**config.mk**
```make
export PLATFORM = sky130hd
export DESIGN_NAME = pwm_duty_gen
export DESIGN_NICKNAME = d
export VERILOG_FILES = /design/src/rtl/pwm_pkg.sv /design/src/rtl/pwm_channel.sv /design/src/rtl/pwm_duty_gen.sv
export SDC_FILE = /design/constraint.sdc
export NUM_CORES = 1
export LEC_CHECK = 0
export BUFFER_PORTS_ARGS = -buffer_cell sky130_fd_sc_hd__clkbuf_2
export CAP_MARGIN = 5
export CORE_ASPECT_RATIO = 2
export CORE_MARGIN = 10
export CORE_UTILIZATION = 60
export DETAILED_ROUTE_END_ITERATION = 16
export HOLD_SLACK_MARGIN = 0.05
export PLACE_DENSITY_LB_ADDON = 0.1
export SLEW_MARGIN = 10
export SYNTH_ARGS = -nofsm -noshare
export SYNTH_HDL_FRONTEND = slang
export SYNTH_SLANG_ARGS = --single-unit
```
**constraint.sdc**
```tcl
create_clock -name clk -period 4 [get_ports clk]
set_clock_uncertainty 0.15 [all_clocks]
set_input_delay 0.6 -clock clk [delete_from_list [all_inputs] [get_ports clk]]
set_output_delay 0.6 -clock clk [all_outputs]
set_load 0.02 [all_outputs]
```
**src/rtl/pwm_pkg.sv**
```systemverilog
// Shared config record, LFSR taps and on-time clamp for pwm_duty_gen.
// PWM_DUTY_RAND_EN adds the random on-time bounds to cfg_t.
package pwm_pkg;

  localparam int MAX_W = 16;
  localparam logic [15:0] LFSR_TAPS = 16'hB400;

  // Counter-domain values are held at the widest legal width; narrower
  // configs are zero-extended, which keeps all comparisons exact.
  typedef logic [MAX_W-1:0] cnt_t;

  typedef struct packed {
    logic en;
    cnt_t period;
    cnt_t ton;
`ifdef PWM_DUTY_RAND_EN
    cnt_t ton_lo;
    logic rnd;
`endif
  } cfg_t;

  function automatic cnt_t clamp(input cnt_t v, input cnt_t lo, input cnt_t hi);
    cnt_t lo_eff;
    lo_eff = (lo > hi) ? hi : lo;
    if (v < lo_eff) begin
      return lo_eff;
    end
    if (v > hi) begin
      return hi;
    end
    return v;
  endfunction

endpackage

```
**src/rtl/pwm_channel.sv**
```systemverilog
// One PWM channel: period counter, double-buffered config, registered output (1 cycle after cnt).
// Writes are only issued while nothing is pending; PWM_DUTY_RAND_EN adds per-period random on-time.
module pwm_channel
  import pwm_pkg::*;
(
  input  logic clk,
  input  logic rst,
  input  logic wr_en,
  input  cfg_t wr_cfg,
  input  logic sync_start,
`ifdef PWM_DUTY_RAND_EN
  input  cnt_t rnd_val,
`endif
  output logic pwm_out,
  output logic wrap,
  output logic pending
);

  cfg_t act_q, act_d;
  cfg_t shd_q, shd_d;
  logic pend_q, pend_d;
  cnt_t cnt_q, cnt_d;
  logic pwm_q, pwm_d;
  cnt_t ton_eff;

  logic run;
  logic at_end;
  logic commit;
  logic hi;

`ifdef PWM_DUTY_RAND_EN
  cnt_t ton_q, ton_d;
  assign ton_eff = ton_q;
`else
  assign ton_eff = act_q.ton;
`endif

  always_comb begin
    run    = act_q.en && (act_q.period != '0);
    at_end = run && (cnt_q == act_q.period - cnt_t'(1));
    commit = pend_q && (at_end || !run || sync_start);
    // Subtraction only happens once ton < period is known.
    if (ton_eff == '0) begin
      hi = 1'b0;
    end else if (ton_eff >= act_q.period) begin
      hi = 1'b1;
    end else begin
      hi = (cnt_q >= act_q.period - ton_eff);
    end
  end

  always_comb begin
    act_d  = act_q;
    shd_d  = shd_q;
    pend_d = pend_q;
    cnt_d  = cnt_q;
    pwm_d  = run && hi;
    if (commit) begin
      act_d  = shd_q;
      pend_d = 1'b0;
      cnt_d  = '0;
    end else if (!run || at_end || sync_start) begin
      cnt_d = '0;
    end else begin
      cnt_d = cnt_q + cnt_t'(1);
    end
    if (wr_en) begin
      shd_d  = wr_cfg;
      pend_d = 1'b1;
    end
  end

`ifdef PWM_DUTY_RAND_EN
  always_comb begin
    ton_d = ton_q;
    if (commit) begin
      ton_d = shd_q.rnd ? clamp(rnd_val, shd_q.ton_lo, shd_q.ton) : shd_q.ton;
    end else if (at_end && act_q.rnd) begin
      ton_d = clamp(rnd_val, act_q.ton_lo, act_q.ton);
    end
  end

  always_ff @(posedge clk) begin
    if (rst) begin
      ton_q <= '0;
    end else begin
      ton_q <= ton_d;
    end
  end
`endif

  always_ff @(posedge clk) begin
    if (rst) begin
      act_q  <= '0;
      shd_q  <= '0;
      pend_q <= 1'b0;
      cnt_q  <= '0;
      pwm_q  <= 1'b0;
    end else begin
      act_q  <= act_d;
      shd_q  <= shd_d;
      pend_q <= pend_d;
      cnt_q  <= cnt_d;
      pwm_q  <= pwm_d;
    end
  end

  assign pwm_out = pwm_q;
  assign wrap    = at_end;
  assign pending = pend_q;

endmodule

```
**src/rtl/pwm_duty_gen.sv**
```systemverilog
// N-channel duty-cycle/PWM generator; pwm_out registered one cycle after each channel counter.
// cfg_ready drops while the addressed channel has a pending shadow; PWM_DUTY_RAND_EN adds LFSR on-time.
module pwm_duty_gen
  import pwm_pkg::*;
#(
  parameter int          NCH   = 4,
  parameter int          CNT_W = 8,
  parameter logic [15:0] SEED  = 16'hACE1,
  parameter int          CH_W  = (NCH > 1) ? $clog2(NCH) : 1
) (
  input  logic             clk,
  input  logic             rst,
  input  logic             cfg_valid,
  output logic             cfg_ready,
  input  logic [CH_W-1:0]  cfg_ch,
  input  logic             cfg_en,
  input  logic [CNT_W-1:0] cfg_period,
  input  logic [CNT_W-1:0] cfg_ton,
`ifdef PWM_DUTY_RAND_EN
  input  logic [CNT_W-1:0] cfg_ton_lo,
  input  logic             cfg_rand,
`endif
  input  logic             sync_start,
  output logic [NCH-1:0]   pwm_out,
  output logic [NCH-1:0]   wrap,
  output logic [NCH-1:0]   pending
);

  logic [NCH-1:0] wr_sel;
  cfg_t           wr_cfg;

  // Channel numbers beyond NCH are accepted and dropped so the port never stalls.
  always_comb begin
    cfg_ready = 1'b1;
    wr_sel    = '0;
    for (int i = 0; i < NCH; i++) begin
      if (cfg_ch == CH_W'(i)) begin
        cfg_ready = ~pending[i];
        wr_sel[i] = cfg_valid & ~pending[i];
      end
    end
  end

  always_comb begin
    wr_cfg        = '0;
    wr_cfg.en     = cfg_en;
    wr_cfg.period = cnt_t'(cfg_period);
    wr_cfg.ton    = cnt_t'(cfg_ton);
`ifdef PWM_DUTY_RAND_EN
    wr_cfg.ton_lo = cnt_t'(cfg_ton_lo);
    wr_cfg.rnd    = cfg_rand;
`endif
  end

`ifdef PWM_DUTY_RAND_EN
  logic [15:0] lfsr_q, lfsr_d;
  cnt_t        rnd_val;

  always_comb begin
    lfsr_d = (lfsr_q >> 1) ^ (lfsr_q[0] ? LFSR_TAPS : 16'h0000);
  end

  always_ff @(posedge clk) begin
    if (rst) begin
      lfsr_q <= SEED;
    end else begin
      lfsr_q <= lfsr_d;
    end
  end

  assign rnd_val = cnt_t'(lfsr_q[CNT_W-1:0]);
`else
  // SEED only feeds the LFSR, which is absent in this build.
  logic seed_unused;
  assign seed_unused = ^SEED;
`endif

  for (genvar g = 0; g < NCH; g++) begin : g_ch
    pwm_channel u_ch (
      .clk        (clk),
      .rst        (rst),
      .wr_en      (wr_sel[g]),
      .wr_cfg     (wr_cfg),
      .sync_start (sync_start),
`ifdef PWM_DUTY_RAND_EN
      .rnd_val    (rnd_val),
`endif
      .pwm_out    (pwm_out[g]),
      .wrap       (wrap[g]),
      .pending    (pending[g])
    );
  end

endmodule

```
==> impl_metrics.py <==
metrics = {
    "run_status": {
        "status": "completed",
    },
    "global_route": {
        "grt_overflow": 0,
        "track_usage_pct": 21.0,
        "grt_max_degree": 87,
        "grt_pass1_wl_um": 46100,
        "antenna_found_initial": 0,
        "grt_pass1_vias": 9633,
    },
    "clock_tree": {
        "tritoncts": "done",
        "cts-root-buf": "clkbuf_16",
        "cts_sinks": 208,
        "htreeDepth": 1,
        "cts_resized": 0,
        "cts_made_buffers": 20,
        "cts_buffer_depth": 3,
        "clk-insertion-delay-late_ns": 0.51,
        "path_clk_slew_ns": 0.07,
        "hold_buffers": 0,
        "post_cts_buffers": 0,
    },
    "job": {
        "maxCapViolCount": 0,
    },
    "logic_synthesis": {
        "synth_top_area_share_pct": 34.5,
        "ys_seq_area_share_pct": 34.5,
        "synthFlopType": "dfxtp_1",
        "syn_area_per_cell_sq_um": 8.30,
        "async_flop_share_pct": 0,
        "synth_fp_nets": 1584,
        "synth_warnings": 0,
        "syn_area_sq_um": 12100,
        "ys_seq_elements": 208,
        "yosysTopAreaCell": "dfxtp_1",
        "syn_inst": 1453,
        "synthTopCellsByArea": "dfxtp_1 35%, ha_1 11%, mux2i_1 6.0%",
        "synth_edf_count": 0,
        "ys_types": 70,
    },
    "timing": {
        "whs_ns": 0.232,
        "post-route-min-period_ns": 3.80,
        "fmax_mhz": 263,
        "finalCritPeriodShare_pct": 94.9,
        "setup_viol": 0,
        "tightest_slew_ns": 1.09,
        "rsz0062_at_grt": "false",
        "slew_viol_final": 0,
        "slew_headroom_pct": 26.9,
        "tns_ns": 0,
        "hold_violations": 0,
    },
    "detailed_routing": {
        "drtPass1Iterations": 5,
        "via_count": 9716,
        "final_antenna_net_count": 0,
        "drc": 0,
        "drt_iter0_drc": 563,
        "wl_um": 27800,
        "wire_per_inst_um": 16.1,
        "viasPerCell": 5.64,
    },
    "floorplanning": {
        "die_area_sq_um": 26500,
        "core_sq_um": 19800,
        "start_util_pct": 60.8,
        "die_height_um": 221,
        "die_w_um": 120,
        "rows": 73,
        "ios": 36,
    },
    "pwr": {
        "irDropWorstVdd_mv": 0.355,
        "leakagePower_uw": 0.00499,
        "power_density_nw_per_um2": 333,
    },
    "setup_path": {
        "startpoint_type": "flop",
        "crit_chain": "inv_1 -> ha_1 -> or4b_2 -> o41a_1 -> nor3_1 -> nand3_1 -> nor2_1 -> clkbuf_2",
        "path_depth": 8,
        "crit_type": "reg2out",
        "critical_path.top_delay_family": "simple AND/OR/NAND/NOR gates",
        "endpoint_kind": "output pin",
        "worst-path-buf-inv": 2,
        "slowest_delay_ns": 0.66,
        "worst_ep_required_time_ns": 3.25,
        "r2r_cells": 15,
        "slowest_stage": "or4b_2",
        "cp.arrival_ns": 3.05,
        "worstPathMaxFanout": 8,
    },
    "final_layout": {
        "fillers": 1740,
        "antenna_cells": 0,
        "multiInputGateArea_sq_um": 7320,
        "regArea_sq_um": 4160,
        "drive_gt1_share_pct": 6.77,
        "fin_nets": 1579,
        "syn2layout_area_growth_pct": 7.49,
    },
    "hold_path": {
        "hp-class": "in2reg",
        "min_path_cells": 2,
    },
    "placed_design": {
        "place.gp.congestion": 0.894,
        "place.port_buffers": 35,
        "dpl.hpwl_um": 21300,
    },
}
[through the flow]
step	worst slack, ns	instances	instance area (sq um)	utilization [%]	power, uW
after global routing	0.0264	1724	13000	65.4	4480
final	0.203	1724	13000	65.4	4320
after CTS	0.199	1724	13000	65.4	4360
after global placement	0.586	1688	12300	61.9	2410
after floorplan	0.761	1453	12100	-	2340
after detailed placement	0.487	1688	12300	61.9	2410
[registers in the layout, summed over array words and instances (netlist names)]
name,flops
g_ch.u_ch.pending,4
g_ch.u_ch.act_q,36
g_ch.u_ch.ton_eff,32
g_ch.u_ch.shd_q,68
g_ch.u_ch.pwm_out,4
g_ch.u_ch.cnt_q,64
[metal layers]
layer	wire [um]	share of wire, %	vias to the layer above	track usage [%]
met5	0	0	-	0
met4	1320	4.7	0	11.0
met3	881	3.2	62	3.01
met2	14900	54	147	40.6
met1	10700	38	4541	21.0
li1	-	-	4966	-
[cell families (layout without fill, tap and decap cells)]
family,count (synthesis),count (layout),synth area share (%)
mux,74,74,6.16
simple gates,578,578,22.4
fa+ha+maj,108,108,11.5
compound gates,236,236,12.0
flops,208,208,34.5
xor+xnor,116,116,8.55
buf+inv,133,142,4.96
[synthesized netlist by cell type, types with 3 or more instances]
master    instances
a211oi_1         12
a21o_1           27
a21oi_1         109
a221oi_1          3
a31oi_1           6
and2_1            4
and3_1            9
buf_2             6
buf_4            13
clkbuf_1         43
dfxtp_1         208
fa_1              4
ha_1            104
inv_1            65
mux2i_1          72
nand2_1         178
nand2b_1         47
nand3_1          39
nand4_1          27
nor2_1          186
nor2b_1          14
nor3_1           19
nor4_1           19
nor4b_1           4
o211ai_1          7
o21a_1            8
o21ai_0          33
o21bai_1          7
or2_2             6
or3_1             5
or4_1             4
xnor2_1          58
xor2_1           57
[cells in the final DEF, fill, tap and decap left out, drive strengths merged, types with 8 or more instances in the layout]
master / synthesis / layout
nor2: 186 / 186
xor2: 57 / 57
a21o: 27 / 27
nor4: 20 / 20
nand3: 39 / 39
clkbuf: 43 / 59
o21ai: 35 / 35
nor2b: 14 / 14
o21a: 8 / 8
mux2i: 72 / 72
xnor2: 58 / 58
nor3: 19 / 19
ha: 104 / 104
nand2b: 47 / 47
a21oi: 109 / 109
inv: 65 / 67
and3: 10 / 10
dfxtp: 208 / 208
a211oi: 12 / 12
nand4: 27 / 27
nand2: 178 / 178
[worst register-to-register path: cells and delay by family (launching register included)]
family / cells / cell delay (ns)
flops: 1 / 0.35
compound gates: 7 / 1.41
simple gates: 3 / 0.40
buf+inv: 2 / 0.15
fa+ha+maj: 3 / 0.93
[power by group]
group,internal (uW),switching (uW),leakage (uW)
Combinational,96.3,156,0.00298
Clock,1100,851,0.000334
Sequential,2100,17.3,0.00168
[layout make-up]
cell class	instances	share of cell area [%]
multi-input cells	1112	56.5
flip-flops and latches	208	32.1
clock buffers	25	4.40
well taps	262	2.53
inverters	65	1.88
repair buffers	41	1.72
clock inverters	11	0.898
[path summary, 6_finish.rpt]
| check | startpoint | slack (ns) | to |
|---|---|---|---|
| worst max-delay path | g_ch[1].u_ch.act_q[16]$_SDFFE_PP0P_ | 0.20 | wrap[1] |
| worst min-delay path | rst | 0.23 | g_ch[3].u_ch.shd_q[32]$_SDFFE_PP0P_ |
| worst max register to register | g_ch[1].u_ch.act_q[16]$_SDFFE_PP0P_ | 0.46 | g_ch[1].u_ch.pwm_out$_SDFF_PP0_ |
| worst min register to register | g_ch[0].u_ch.shd_q[18]$_SDFFE_PP0P_ | 0.31 | g_ch[0].u_ch.shd_q[18]$_SDFFE_PP0P_ |
(Power assumes the default switching activity.)
